### src/rtl/noc_flit_pkg.sv
// Flit field layout shared by the NoC/AXI-Stream adapters.
package noc_flit_pkg;
    localparam int FLIT_W        = 36;
    localparam int FLIT_VALID    = 35;
    localparam int FLIT_HEAD     = 34;
    localparam int FLIT_TAIL     = 33;
    localparam int FLIT_RSVD     = 32;
    localparam int FLIT_DATA_MSB = 31;

    typedef enum logic {
        FR_IDLE   = 1'b0,
        FR_IN_PKT = 1'b1
    } frame_state_t;
endpackage

### src/rtl/noc_rx_fifo.sv
// Synchronous FIFO with a registered first-word-fall-through output stage.
module noc_rx_fifo #(
    parameter int W     = 34,
    parameter int DEPTH = 8
) (
    input  logic         clk,
    input  logic         rst,
    input  logic         push,
    input  logic [W-1:0] din,
    input  logic         pop,
    output logic         full,
    output logic         empty,
    output logic [W-1:0] dout
);
    localparam int AW = $clog2(DEPTH);

    logic [W-1:0] mem [DEPTH];
    logic [AW:0]  wr_ptr, rd_ptr, wr_next, rd_next;
    logic         do_push, do_pop, empty_next;

    assign full  = (wr_ptr[AW] != rd_ptr[AW]) && (wr_ptr[AW-1:0] == rd_ptr[AW-1:0]);
    assign empty = (wr_ptr == rd_ptr);

    // A push into a full FIFO is accepted only when a pop frees a slot this cycle.
    assign do_pop     = pop && !empty;
    assign do_push    = push && (!full || do_pop);
    assign wr_next    = do_push ? wr_ptr + (AW+1)'(1) : wr_ptr;
    assign rd_next    = do_pop  ? rd_ptr + (AW+1)'(1) : rd_ptr;
    assign empty_next = (wr_next == rd_next);

    always_ff @(posedge clk) begin
        if (do_push) mem[wr_ptr[AW-1:0]] <= din;
    end

    // dout is preloaded with the entry that will be at the head after this edge;
    // if that entry is being written right now it has to come from din.
    always_ff @(posedge clk) begin
        if (rst) begin
            wr_ptr <= '0;
            rd_ptr <= '0;
            dout   <= '0;
        end else begin
            wr_ptr <= wr_next;
            rd_ptr <= rd_next;
            if (!empty_next) begin
                if (do_push && (rd_next[AW-1:0] == wr_ptr[AW-1:0])) dout <= din;
                else                                                 dout <= mem[rd_next[AW-1:0]];
            end
        end
    end
endmodule

### src/rtl/noc_to_axis_adapter.sv
// Egress adapter: router ejection port flits -> AXI-Stream master with credit return.
// state     | meaning
// FR_IDLE   | between packets, next valid flit should be a head
// FR_IN_PKT | inside a packet, next valid flit should be body or tail
module noc_to_axis_adapter
    import noc_flit_pkg::*;
#(
    parameter int AXIW   = 32,
    parameter int DEPTH  = 8,
    parameter int FLIT_W = noc_flit_pkg::FLIT_W
) (
    input  logic              clk,
    input  logic              rst,
    input  logic [FLIT_W-1:0] router_in_port,
    output logic              flow_ctrl_out,
    output logic              m_axis_tvalid,
    input  logic              m_axis_tready,
    output logic [AXIW-1:0]   m_axis_tdata,
    output logic              m_axis_tlast,
    output logic              m_axis_tuser,
    output logic              err_overflow,
    output logic              err_framing
);
    logic              flit_valid, flit_head, flit_tail;
    logic              fifo_full, fifo_empty, pop;
    logic [AXIW+1:0]   fifo_dout;
    logic              unused_rsvd;
    frame_state_t      state, state_next;
    logic              frame_err;

    assign flit_valid  = router_in_port[FLIT_VALID];
    assign flit_head   = router_in_port[FLIT_HEAD];
    assign flit_tail   = router_in_port[FLIT_TAIL];
    assign unused_rsvd = router_in_port[FLIT_RSVD];

    assign m_axis_tvalid = !fifo_empty;
    assign pop           = m_axis_tvalid && m_axis_tready;
    assign m_axis_tuser  = fifo_dout[AXIW+1];
    assign m_axis_tlast  = fifo_dout[AXIW];
    assign m_axis_tdata  = fifo_dout[AXIW-1:0];

    noc_rx_fifo #(.W(AXIW+2), .DEPTH(DEPTH)) u_fifo (
        .clk   (clk),
        .rst   (rst),
        .push  (flit_valid),
        .din   ({flit_head, flit_tail, router_in_port[AXIW-1:0]}),
        .pop   (pop),
        .full  (fifo_full),
        .empty (fifo_empty),
        .dout  (fifo_dout)
    );

    always_ff @(posedge clk) begin
        if (rst) state <= FR_IDLE;
        else     state <= state_next;
    end

    // Dropped (overflow) flits still advance framing: the sender's packet stream
    // continues regardless of whether this port kept the flit.
    always_comb begin
        state_next = state;
        frame_err  = 1'b0;
        if (flit_valid) begin
            case (state)
                FR_IDLE: begin
                    frame_err  = !flit_head;
                    state_next = flit_tail ? FR_IDLE : FR_IN_PKT;
                end
                FR_IN_PKT: begin
                    frame_err  = flit_head;
                    state_next = flit_tail ? FR_IDLE : FR_IN_PKT;
                end
                default: state_next = FR_IDLE;
            endcase
        end
    end

    always_ff @(posedge clk) begin
        if (rst) begin
            flow_ctrl_out <= 1'b0;
            err_overflow  <= 1'b0;
            err_framing   <= 1'b0;
        end else begin
            flow_ctrl_out <= pop;
            if (flit_valid && fifo_full && !pop) err_overflow <= 1'b1;
            if (frame_err)                       err_framing  <= 1'b1;
        end
    end
endmodule

### config.mk
export PLATFORM = sky130hd
export DESIGN_NAME = noc_to_axis_adapter
export DESIGN_NICKNAME = d
export VERILOG_FILES = /design/src/rtl/noc_flit_pkg.sv /design/src/rtl/noc_rx_fifo.sv /design/src/rtl/noc_to_axis_adapter.sv
export SDC_FILE = /design/constraint.sdc
export NUM_CORES = 1
export LEC_CHECK = 0
export CAP_MARGIN = 20
export CORE_MARGIN = 2
export CORE_UTILIZATION = 46
export DETAILED_ROUTE_END_ITERATION = 10
export PLACE_DENSITY_LB_ADDON = 0.3
export SYNTH_ARGS = -nofsm -noshare
export SYNTH_HDL_FRONTEND = slang
export SYNTH_SLANG_ARGS = --single-unit
### constraint.sdc
create_clock -name clk -period 11.2 [get_ports clk]
set_input_delay 1.68 -clock clk [delete_from_list [all_inputs] [get_ports clk]]
set_output_delay 1.68 -clock clk [all_outputs]
set_load 0.02 [all_outputs]
==> out/metrics.yaml <==
dieArea_um2: 33400
crit_chain: "xnor2_1 > and3_1 > nand2_1 > clkdlybuf4s50_1"
power_uw: 3390
drt-total-wl_um: 37000
first_pass_iters: 5
critPathMaxStageDelay_ns: 0.82
fin_nets: 1225
rr_endpoint: "u_fifo.dout[2]$_SDFFE_PP0P_"
finClkSkew_ns: 0.0197
core_um2: 31600
first_iter_violations: 968
yosys.cell_types.count: 41
clkSlewWorstSetupHoldPaths_ns: 0.06
pre_cts_slack_ns: 6.15
ctsRootBufferMaster: "clkbuf_16"
fin_ws_ns: 6.74
cts_tree: "done"
met2_usage: 0.385
clock_latency_ns: 0.54
cp.arrival_ns: 2.78
die_w_um: 183
ios: 77
fillers: 2626
antenna_found_initial: 1
slew_viol_final: 0
path_max_fanout: 60
rsz0062_at_grt: "no"
setup.worst_path.start_class: "register"
min_path_type: "reg -> reg"
cp_data_required_time_ns: 9.52
numCtsBuffers: 36
drive_gt1_frac: 0.0884
critical_path_class: "reg -> out"
mostFrequentLayoutCell: "edfxtp_1"
routabilityCongestion: 0.729
ctsLongestPathBuffers: 3
ctsResizeCount: 0
drc_errors: 0
max_slew.worst_pin.slew_ns: 1.08
regArea_um2: 9090
placed_area_um2: 15900
status: "finished, final reports clean"
cts_setup_buffers: 0
ant_nets: 0
vias: 10200
synth_warnings: 0
min_to: "u_fifo.dout[30]$_SDFFE_PP0P_"
holdPathStages: 1
worstRegToRegCells: 8
vias_per_cell: 6.32
holdWs_ns: 0.460
syn_area_um2: 14700
relSlewSlack: 0.280
grt.busiest_layer: "met2"
dp_hpwl_um: 19300
critPathSlowestCell: "dfxtp_4"
power.density_nw_per_um2: 199
grt_pass1_vias: 10200
final_cell_mix: "edfxtp_1, nor2_1, mux2i_1"
critical-path-top-delay-family: "flip-flops"
floorplan.initialDensity: 0.466
vdd_ir_drop_max_v: 0.000140
holdBufCountCts: 0
reg2reg_setup_slack_ns: 7.31
avgSynthCellArea_um2: 12.8
use_met1: 0.290
overflow: 0
portBuffers: 75
final_area_um2: 17000
grt_max_degree: 95
synth_cells: 1148
num_rows: 65
syn_to_final_growth_pct: 15.7
synth_seq_cells: 318
num_antenna_cells: 0
setup-tns-final_ns: 0
grt_pass1_wl_um: 57400
crit_path_end_kind: "output pin"
htreeDepth: 2
finalCritPeriodShare: 0.398
min_from: "u_fifo.dout[30]$_SDFFE_PP0P_"
p_leak_uw: 0.00545
multi_input_area_um2: 5310
r2r_start: "u_fifo.rd_ptr[0]$_SDFF_PP0_"
cp_num_buf_inv: 1
ys_seq_area_frac: 0.618
met3_usage: 0.0314
dieHeight_um: 183
hold_viol_final: 0
fin_crit_ns: 4.46
routedWlPerCell_um: 23.0
syn-num-nets: 1189
timing.fmax_mhz: 224
maxCapViolations: 0
track_usage: 0.221
finalSetupViolations: 0
clkSinkCount: 318
cell type report:
type	instances	share of cell area
clock inverters	18	0.00971
clock buffers	46	0.0575
flip-flops and latches	318	0.535
inverters	2	0.000441
repair buffers	102	0.0563
well taps	402	0.0296
multi-input cells	724	0.312
power by group:
part | switching, µW | leakage (µW) | internal (µW)
sequential | 62.2 | 0.00285 | 1360
clock | 471 | 0.000562 | 668
combinational | 482 | 0.00203 | 345
total | 1020 | 0.00545 | 2380
cells in the mapped netlist, drive strengths merged:
cell type / n / area, µm²
edfxtp: 272 / 8170
nor2: 152 / 571
mux2i: 103 / 1030
clkbuf: 86 / 323
a211oi: 70 / 526
a221o: 68 / 681
nor2b: 68 / 425
o21ai: 68 / 340
o221ai: 68 / 596
dfxtp: 46 / 921
o22ai: 34 / 213
o2bb2ai: 34 / 298
buf: 18 / 85.1
xnor2: 12 / 135
nand2: 11 / 41.3
xor2: 5 / 51.3
a21oi: 4 / 23.8
a41oi: 3 / 33.8
nor3b: 3 / 22.5
nor4b: 3 / 26.3
ha: 2 / 25.0
inv: 2 / 7.51
nand2b: 2 / 12.5
nor3: 2 / 10.0
nor4: 2 / 27.5
a21boi: 1 / 18.8
a2bb2oi: 1 / 15.0
a31oi: 1 / 6.26
a41o: 1 / 10.0
and3: 1 / 6.26
and4: 1 / 8.76
nand3: 1 / 5.00
nand4: 1 / 6.26
o31ai: 1 / 12.5
xnor3: 1 / 22.5
cells by family after synthesis:
family                     after synthesis  synth area share
muxes                                  103            0.0701
AOI/OAI and AO/OA                      354             0.189
DFF                                    318             0.618
xor gates and xnor gates                18            0.0142
and+or+nand+nor                        247            0.0791
adders and majority gates                2           0.00170
buffers and inverters                  106            0.0283
sequential cells by signal (all words and copies together) (netlist names):
name,flops
err_framing,1
err_overflow,1
u_fifo.dout,34
flow_ctrl_out,1
u_fifo.mem,272
u_fifo.wr_ptr,4
u_fifo.rd_ptr,4
state,1
metrics by stage:
stage / util / instances
floorplan: - / 1148
global placement: 0.502 / 1547
detailed placement: 0.503 / 1548
CTS: 0.539 / 1612
global route: 0.539 / 1612
finish: 0.539 / 1612
layer usage:
layer | share of wire | wire [µm] | vias to the layer above
met5 | 0.00030 | 11 | -
met1 | 0.43 | 16100 | 5193
li1 | - | - | 4641
met4 | 0.017 | 637 | 2
met2 | 0.49 | 18300 | 298
met3 | 0.055 | 2040 | 48
how the worst max path moves through the flow:
stage | start | to | slack, ns | cells past startpoint
global route | m_axis_tready | u_fifo.dout[25]$_SDFFE_PP0P_ | 6.56 | 9
global placement | m_axis_tready | u_fifo.dout[33]$_SDFFE_PP0P_ | 6.02 | 9
finish | u_fifo.rd_ptr[0]$_SDFF_PP0_ | m_axis_tvalid | 6.74 | 4
detailed placement | m_axis_tready | u_fifo.dout[2]$_SDFFE_PP0P_ | 6.15 | 9
CTS | m_axis_tready | u_fifo.dout[2]$_SDFFE_PP0P_ | 6.70 | 9
floorplan | m_axis_tready | u_fifo.mem[1][0]$_DFFE_PP_ | 5.14 | 4
worst reg2reg max path: cells and delay by family (launching register included):
kind,cells,cell delay [ns]
AOI/OAI and AO/OA,4,1.73
DFF,1,0.82
xor gates and xnor gates,3,0.79
buffers and inverters,1,0.43
(Power assumes the default switching activity.)
